[config.mk]
export PLATFORM = sky130hd
export DESIGN_NAME = tone_synth_flat
export DESIGN_NICKNAME = d
export VERILOG_FILES = /design/src/rtl/tone_synth_if.sv /design/src/rtl/tone_synth.sv /design/src/flat_wrapper.sv
export SDC_FILE = /design/constraint.sdc
export NUM_CORES = 1
export LEC_CHECK = 0
export CAP_MARGIN = 20
export CORE_MARGIN = 2
export CORE_UTILIZATION = 60
export DETAILED_ROUTE_END_ITERATION = 7
export PLACE_DENSITY = 0.86
export SYNTH_ARGS = -nofsm -noshare
export SYNTH_HDL_FRONTEND = slang
export SYNTH_SLANG_ARGS = --single-unit
[constraint.sdc]
create_clock -name clk -period 3.3 [get_ports clk]
set_input_delay 0.99 -clock clk [delete_from_list [all_inputs] [get_ports clk]]
set_output_delay 0.99 -clock clk [all_outputs]
set_load 0.02 [all_outputs]
[src/rtl/tone_synth_if.sv]
// Sequencer/codec-side bus for tone_synth: note request and strobe in,
// audio sample, valid pulse and busy status out.
interface tone_synth_if;
  logic [3:0]        tone;
  logic              enable;
  logic              sample_req;
  logic signed [15:0] sample;
  logic              sample_valid;
  logic              busy;

  modport master (output tone, enable, sample_req,
                  input  sample, sample_valid, busy);
  modport slave  (input  tone, enable, sample_req,
                  output sample, sample_valid, busy);
endinterface

[src/rtl/tone_synth.sv]
// Square-wave tone synthesizer: 24-bit phase accumulator plus envelope FSM.
// Define TONE_SYNTH_ENVELOPE_EN for linear attack/release; otherwise notes gate on/off.
module tone_synth #(
  parameter int unsigned AMP      = 8192,
  parameter int unsigned ENV_STEP = 256
) (
  input  logic         clk,
  input  logic         resetN,
  tone_synth_if.slave  snd
);

  typedef enum logic [1:0] {IDLE, ATTACK, SUSTAIN, RELEASE} state_t;

  localparam logic [15:0] AMP_W  = 16'(AMP);

  state_t      state_q, state_d;
  logic [23:0] phase_q, phase_d;
  logic [15:0] amp_q, amp_d;
  logic [15:0] sample_q, sample_d;
  logic        valid_q;
  logic        busy_q;

  // Phase increment per 48 kHz sample, chromatic scale from middle C.
  function automatic logic [23:0] inc_lut(input logic [3:0] k);
    case (k)
      4'd0:    return 24'd91446;
      4'd1:    return 24'd96884;
      4'd2:    return 24'd102645;
      4'd3:    return 24'd108748;
      4'd4:    return 24'd115215;
      4'd5:    return 24'd122067;
      4'd6:    return 24'd129326;
      4'd7:    return 24'd137015;
      4'd8:    return 24'd145162;
      4'd9:    return 24'd153791;
      4'd10:   return 24'd162939;
      4'd11:   return 24'd172627;
      default: return 24'd0;
    endcase
  endfunction

`ifdef TONE_SYNTH_ENVELOPE_EN
  localparam logic [16:0] AMP_X  = 17'(AMP);
  localparam logic [16:0] STEP_X = 17'(ENV_STEP);
  localparam logic [15:0] STEP_W = 16'(ENV_STEP);

  logic [16:0] amp_up;
  logic [15:0] amp_up_sat;
  logic [15:0] amp_dn_sat;

  // 17-bit sum so the ramp cannot wrap before it is clamped to AMP.
  assign amp_up     = {1'b0, amp_q} + STEP_X;
  assign amp_up_sat = (amp_up >= AMP_X) ? AMP_W : amp_up[15:0];
  assign amp_dn_sat = (amp_q > STEP_W) ? amp_q - STEP_W : '0;

  always_comb begin
    // NOTE: defaults first so every path assigns every output; no latch can form.
    state_d = state_q;
    amp_d   = amp_q;
    case (state_q)
      IDLE, RELEASE: begin
        if (snd.enable) begin
          amp_d   = amp_up_sat;
          state_d = (amp_up_sat == AMP_W) ? SUSTAIN : ATTACK;
        end else if (state_q == RELEASE) begin
          amp_d   = amp_dn_sat;
          state_d = (amp_dn_sat == '0) ? IDLE : RELEASE;
        end
      end
      ATTACK: begin
        if (snd.enable) begin
          amp_d   = amp_up_sat;
          state_d = (amp_up_sat == AMP_W) ? SUSTAIN : ATTACK;
        end else begin
          state_d = RELEASE;
        end
      end
      SUSTAIN: begin
        if (!snd.enable) begin
          amp_d   = amp_dn_sat;
          state_d = (amp_dn_sat == '0) ? IDLE : RELEASE;
        end
      end
    endcase
  end
`else
  always_comb begin
    // NOTE: defaults first so every path assigns every output; no latch can form.
    state_d = state_q;
    amp_d   = amp_q;
    case (state_q)
      IDLE: begin
        if (snd.enable) begin
          state_d = SUSTAIN;
          amp_d   = AMP_W;
        end
      end
      SUSTAIN: begin
        if (!snd.enable) begin
          state_d = IDLE;
          amp_d   = '0;
        end
      end
      default: begin
        state_d = IDLE;
        amp_d   = '0;
      end
    endcase
  end
`endif

  // Phase only advances while a note was already sounding; it parks at 0 in IDLE.
  always_comb begin
    phase_d = phase_q;
    if (state_d == IDLE)
      phase_d = '0;
    else if (state_q != IDLE)
      phase_d = phase_q + inc_lut(snd.tone);
  end

  always_comb begin
    sample_d = '0;
    if (amp_d != '0)
      sample_d = phase_d[23] ? (~amp_d + 16'd1) : amp_d;
  end

  always_ff @(posedge clk or negedge resetN) begin
    if (!resetN) begin
      state_q  <= IDLE;
      phase_q  <= '0;
      amp_q    <= '0;
      sample_q <= '0;
      valid_q  <= 1'b0;
      busy_q   <= 1'b0;
    end else begin
      // NOTE: non-blocking assignments keep every register reading pre-edge values.
      valid_q <= snd.sample_req;
      if (snd.sample_req) begin
        state_q  <= state_d;
        phase_q  <= phase_d;
        amp_q    <= amp_d;
        sample_q <= sample_d;
        busy_q   <= (state_d != IDLE);
      end
    end
  end

  assign snd.sample       = sample_q;
  assign snd.sample_valid = valid_q;
  assign snd.busy         = busy_q;

endmodule
[src/flat_wrapper.sv]
// flat-port wrapper written by rule: the top's interface ports become plain ports
module tone_synth_flat 
#(
  parameter int unsigned AMP      = 8192,
  parameter int unsigned ENV_STEP = 256
)
  (clk, resetN, snd_tone, snd_enable, snd_sample_req, snd_sample, snd_sample_valid, snd_busy);
  tone_synth_if snd_i ();
  input  logic clk;
  input  logic resetN;
  input wire logic [$bits(snd_i.tone)-1:0] snd_tone;
  input wire logic [$bits(snd_i.enable)-1:0] snd_enable;
  input wire logic [$bits(snd_i.sample_req)-1:0] snd_sample_req;
  output wire logic [$bits(snd_i.sample)-1:0] snd_sample;
  output wire logic [$bits(snd_i.sample_valid)-1:0] snd_sample_valid;
  output wire logic [$bits(snd_i.busy)-1:0] snd_busy;
  assign snd_i.tone = snd_tone;
  assign snd_i.enable = snd_enable;
  assign snd_i.sample_req = snd_sample_req;
  assign snd_sample = snd_i.sample;
  assign snd_sample_valid = snd_i.sample_valid;
  assign snd_busy = snd_i.busy;
  tone_synth #(.AMP(AMP), .ENV_STEP(ENV_STEP)) u_core (.clk(clk), .resetN(resetN), .snd(snd_i));
endmodule
==> out/results.ini <==
[setup_path]
slowest_delay_ns = 0.46
critPathKind = in -> reg
critPathRequiredTime_ns = 3.54
cp.arrival_ns = 4.42
cp-end-kind = flip-flop
cpMaxStageDelayCell = a2111o_1
path_cells = buf_8 > inv_6 > ha_4 > buf_4 > a21oi_2 > o21ai_1 > ha_1 > o21a_1 > o21a_1 > a2111o_1 > and4b_1 > nor4_4 > buf_4 > buf_8 > nand2b_4 > a211oi_1 > a221o_1
cp-start-kind = input port
crit_fanout = 6

[global_route]
grt_first_pass_wirelength_um = 25500
antenna_found_initial = 0
grt_pass1_vias = 4859
grt_overflow = 0
grt_max_degree = 31
grt.total_usage_pct = 45.0

[clocking]
numCtsBuffers = 9
cts_tree = built
clk_pin_slew_ns = 0.07
clock_sinks = 60
insertion_delay_ns = 0.37
cts_htree_levels = 3
clock-root-buffer = clkbuf_8
clk_path_buf_depth = 2

[final_layout]
seq_area_sq_mm = 0.00150
stdcell_count = 671
drive_gt1_share_pct = 42.5
area_growth_pct = 51.1
fillCellCount = 219
multi_input_area_sq_mm = 0.00315
fin_util_pct = 93.0
final_area_sq_mm = 0.00625
n_antenna_cell = 0
fin_nets = 624

[sta]
worstMarginPinSlew_ns = 0.694
finalCritPeriodShare_pct = 127
post-route-min-period_ns = 4.18
setup_viol = 35
holdWs_ns = 0.496
hold_viol = 0
drv_slew = 0
fmax_ghz = 0.239
rsz0062_at_grt = true
setup_slack_ns = -0.876
slew_headroom_pct = 53.2
fin_skew_ns = 0.0128

[floorplan]
die_height_um = 87.0
core_area_sq_mm = 0.00672
initial_utilization_pct = 61.5
die_x_um = 87.0
dieArea_sq_mm = 0.00757
rows = 30
io_pins = 26

[synthesis]
yosysSeqAreaShare_pct = 36.3
ys_warn_count = 0
yosysTopAreaCellShare_pct = 36.3
synth_area_per_cell_sq_um = 9.09
yosys.cell_types.count = 62
synth_top_flop_cell = dfrtp_1
ys_ff_latch = 60
netlist_area_sq_mm = 0.00413
yosysTopAreaCell = dfrtp_1
ys_top_cells_by_area = dfrtp_1, ha_1, o21ai_0, a22o_1, a21oi_1
ys_async_sr_fraction_pct = 100
synth_nets = 492
syn_inst = 455
synth-edff-count = 0

[drt]
drt-total-wl_um = 20500
drc = 0
wl_per_cell_um = 30.5
dr.pass1.iters = 6
vias = 5065
via_per_inst = 7.55
ant_nets = 0
drt-initial-drc-count = 757

[run_status]
violations = negative setup slack
status = complete, but fails checks

[placed_design]
gp_congestion = 0.886
place_area_sq_mm = 0.00500
numPortBuffers = 25
dp_hpwl_um = 7910
place_inst = 617

[power]
peakVddDrop_v = 0.000335
power_density_mw_per_mm2 = 411
p_leak_nw = 2.76

[min_path]
hold_class = reg -> reg

[job]
drv_cap = 0

==> cells by family after synthesis <==
logic type / synth area share (%)
adder cells (fa/ha/maj): 8.96
XOR/XNOR: 4.87
buffers and inverters: 3.33
flip-flops: 36.3
multiplexers: 1.51
AND/OR/NAND/NOR: 19.8
AO/OA/AOI/OAI: 25.2
==> layout by cell type, fill, tap and decap left out, types with 5 or more instances in the layout <==
cell type and instances:
ha_4 10, clkdlybuf4s50_1 20, nor4b_1 6, and2_1 15, o21ai_1 12, ha_1 14
o21ai_0 18, a21o_1 7, clkbuf_8 11, nor3_1 10, nor2b_1 5, a21oi_4 5
inv_1 10, xor2_1 8, buf_4 93, a21oi_2 16, a22o_1 21, nor2_1 25
nand4_1 5, o21a_1 5, a21oi_1 16, nor2_4 6, o21ai_2 11, nand2_1 30
dfrtp_1 60, xnor2_1 11, buf_6 18
==> power by group <==
| part | internal (mW) | switching, mW |
|---|---|---|
| combinational | 0.468 | 0.612 |
| sequential | 0.778 | 0.0611 |
| clock | 0.307 | 0.338 |
==> final cells by class <==
| cell class | count | area share, % |
|---|---|---|
| Multi-Input combinational cell | 363 | 50.4 |
| Sequential cell | 60 | 24.0 |
| Clock inverter | 4 | 0.401 |
| Timing Repair Buffer | 141 | 20.2 |
| Inverter | 12 | 0.881 |
| Clock buffer | 11 | 2.42 |
| Tap cell | 80 | 1.60 |
==> cell usage after synthesis (8+ instances only) <==
cell type  instances
nor2b_1            8
ha_1              28
a22o_1            21
a21oi_1           36
nor2_1            34
nand2_1           32
o21ai_0           39
xor2_1             8
dfrtp_1           60
xnor2_1           15
clkbuf_1          14
nor3_1            13
and2_1            17
inv_1             12
==> critical path: cells and delay by family <==
family | cells | cell delay, ns
buf+inv | 5 | 0.71
compound gates | 7 | 1.56
fa+ha+maj | 2 | 0.54
simple gates | 3 | 0.62
==> layer usage <==
metal / GRT usage (%) / part of all wire (%) / vias to the layer above
met5: 0 / 0.22 / -
met4: 32.2 / 12 / 2
met3: 16.4 / 13 / 234
met2: 74.5 / 44 / 545
met1: 46.9 / 30 / 2348
li1: - / - / 1936
==> repair_timing <==
action	4_1_cts	5_1_grt
pin swaps	57	48
endpoints found under the setup margin	34	33
hold buffers	0	0
gates resized for setup	113	82
gates cloned	3	1
buffers inserted	25	16
==> flip-flops by register name, indices dropped and copies added (netlist names) <==
name                     flops
u_core.phase_q              24
u_core.amp_q                16
u_core.snd.sample           16
u_core.state_q               2
u_core.snd.busy              1
u_core.snd.sample_valid      1
==> through the flow <==
step                power (mW)  worst slack (ns)  setup TNS [ns]
finish                    2.56            -0.876          -17.85
global route              2.65             -1.05          -22.68
CTS                       2.22            -0.530           -7.91
detailed placement        1.49             -1.26          -32.68
global placement          1.45             -1.13          -29.65
floorplan                 1.22            -0.509           -6.97
==> final timing paths <==
path / start / slack, ns / cells after the start / end
min in group asynchronous: resetN / 0.53 / 1 / u_core.phase_q[1]
max reg2reg: u_core.phase_q[1] / 0.16 / 11 / u_core.snd.sample[10]
max in group asynchronous: resetN / 2.03 / 2 / u_core.amp_q[9]
min reg2reg: u_core.snd.sample[1] / 0.50 / 1 / u_core.snd.sample[1]
min: u_core.snd.sample[1] / 0.50 / 1 / u_core.snd.sample[1]
max: snd_tone[1] / -0.88 / 17 / u_core.snd.sample[10]
Power figures use the tool's default switching activity.
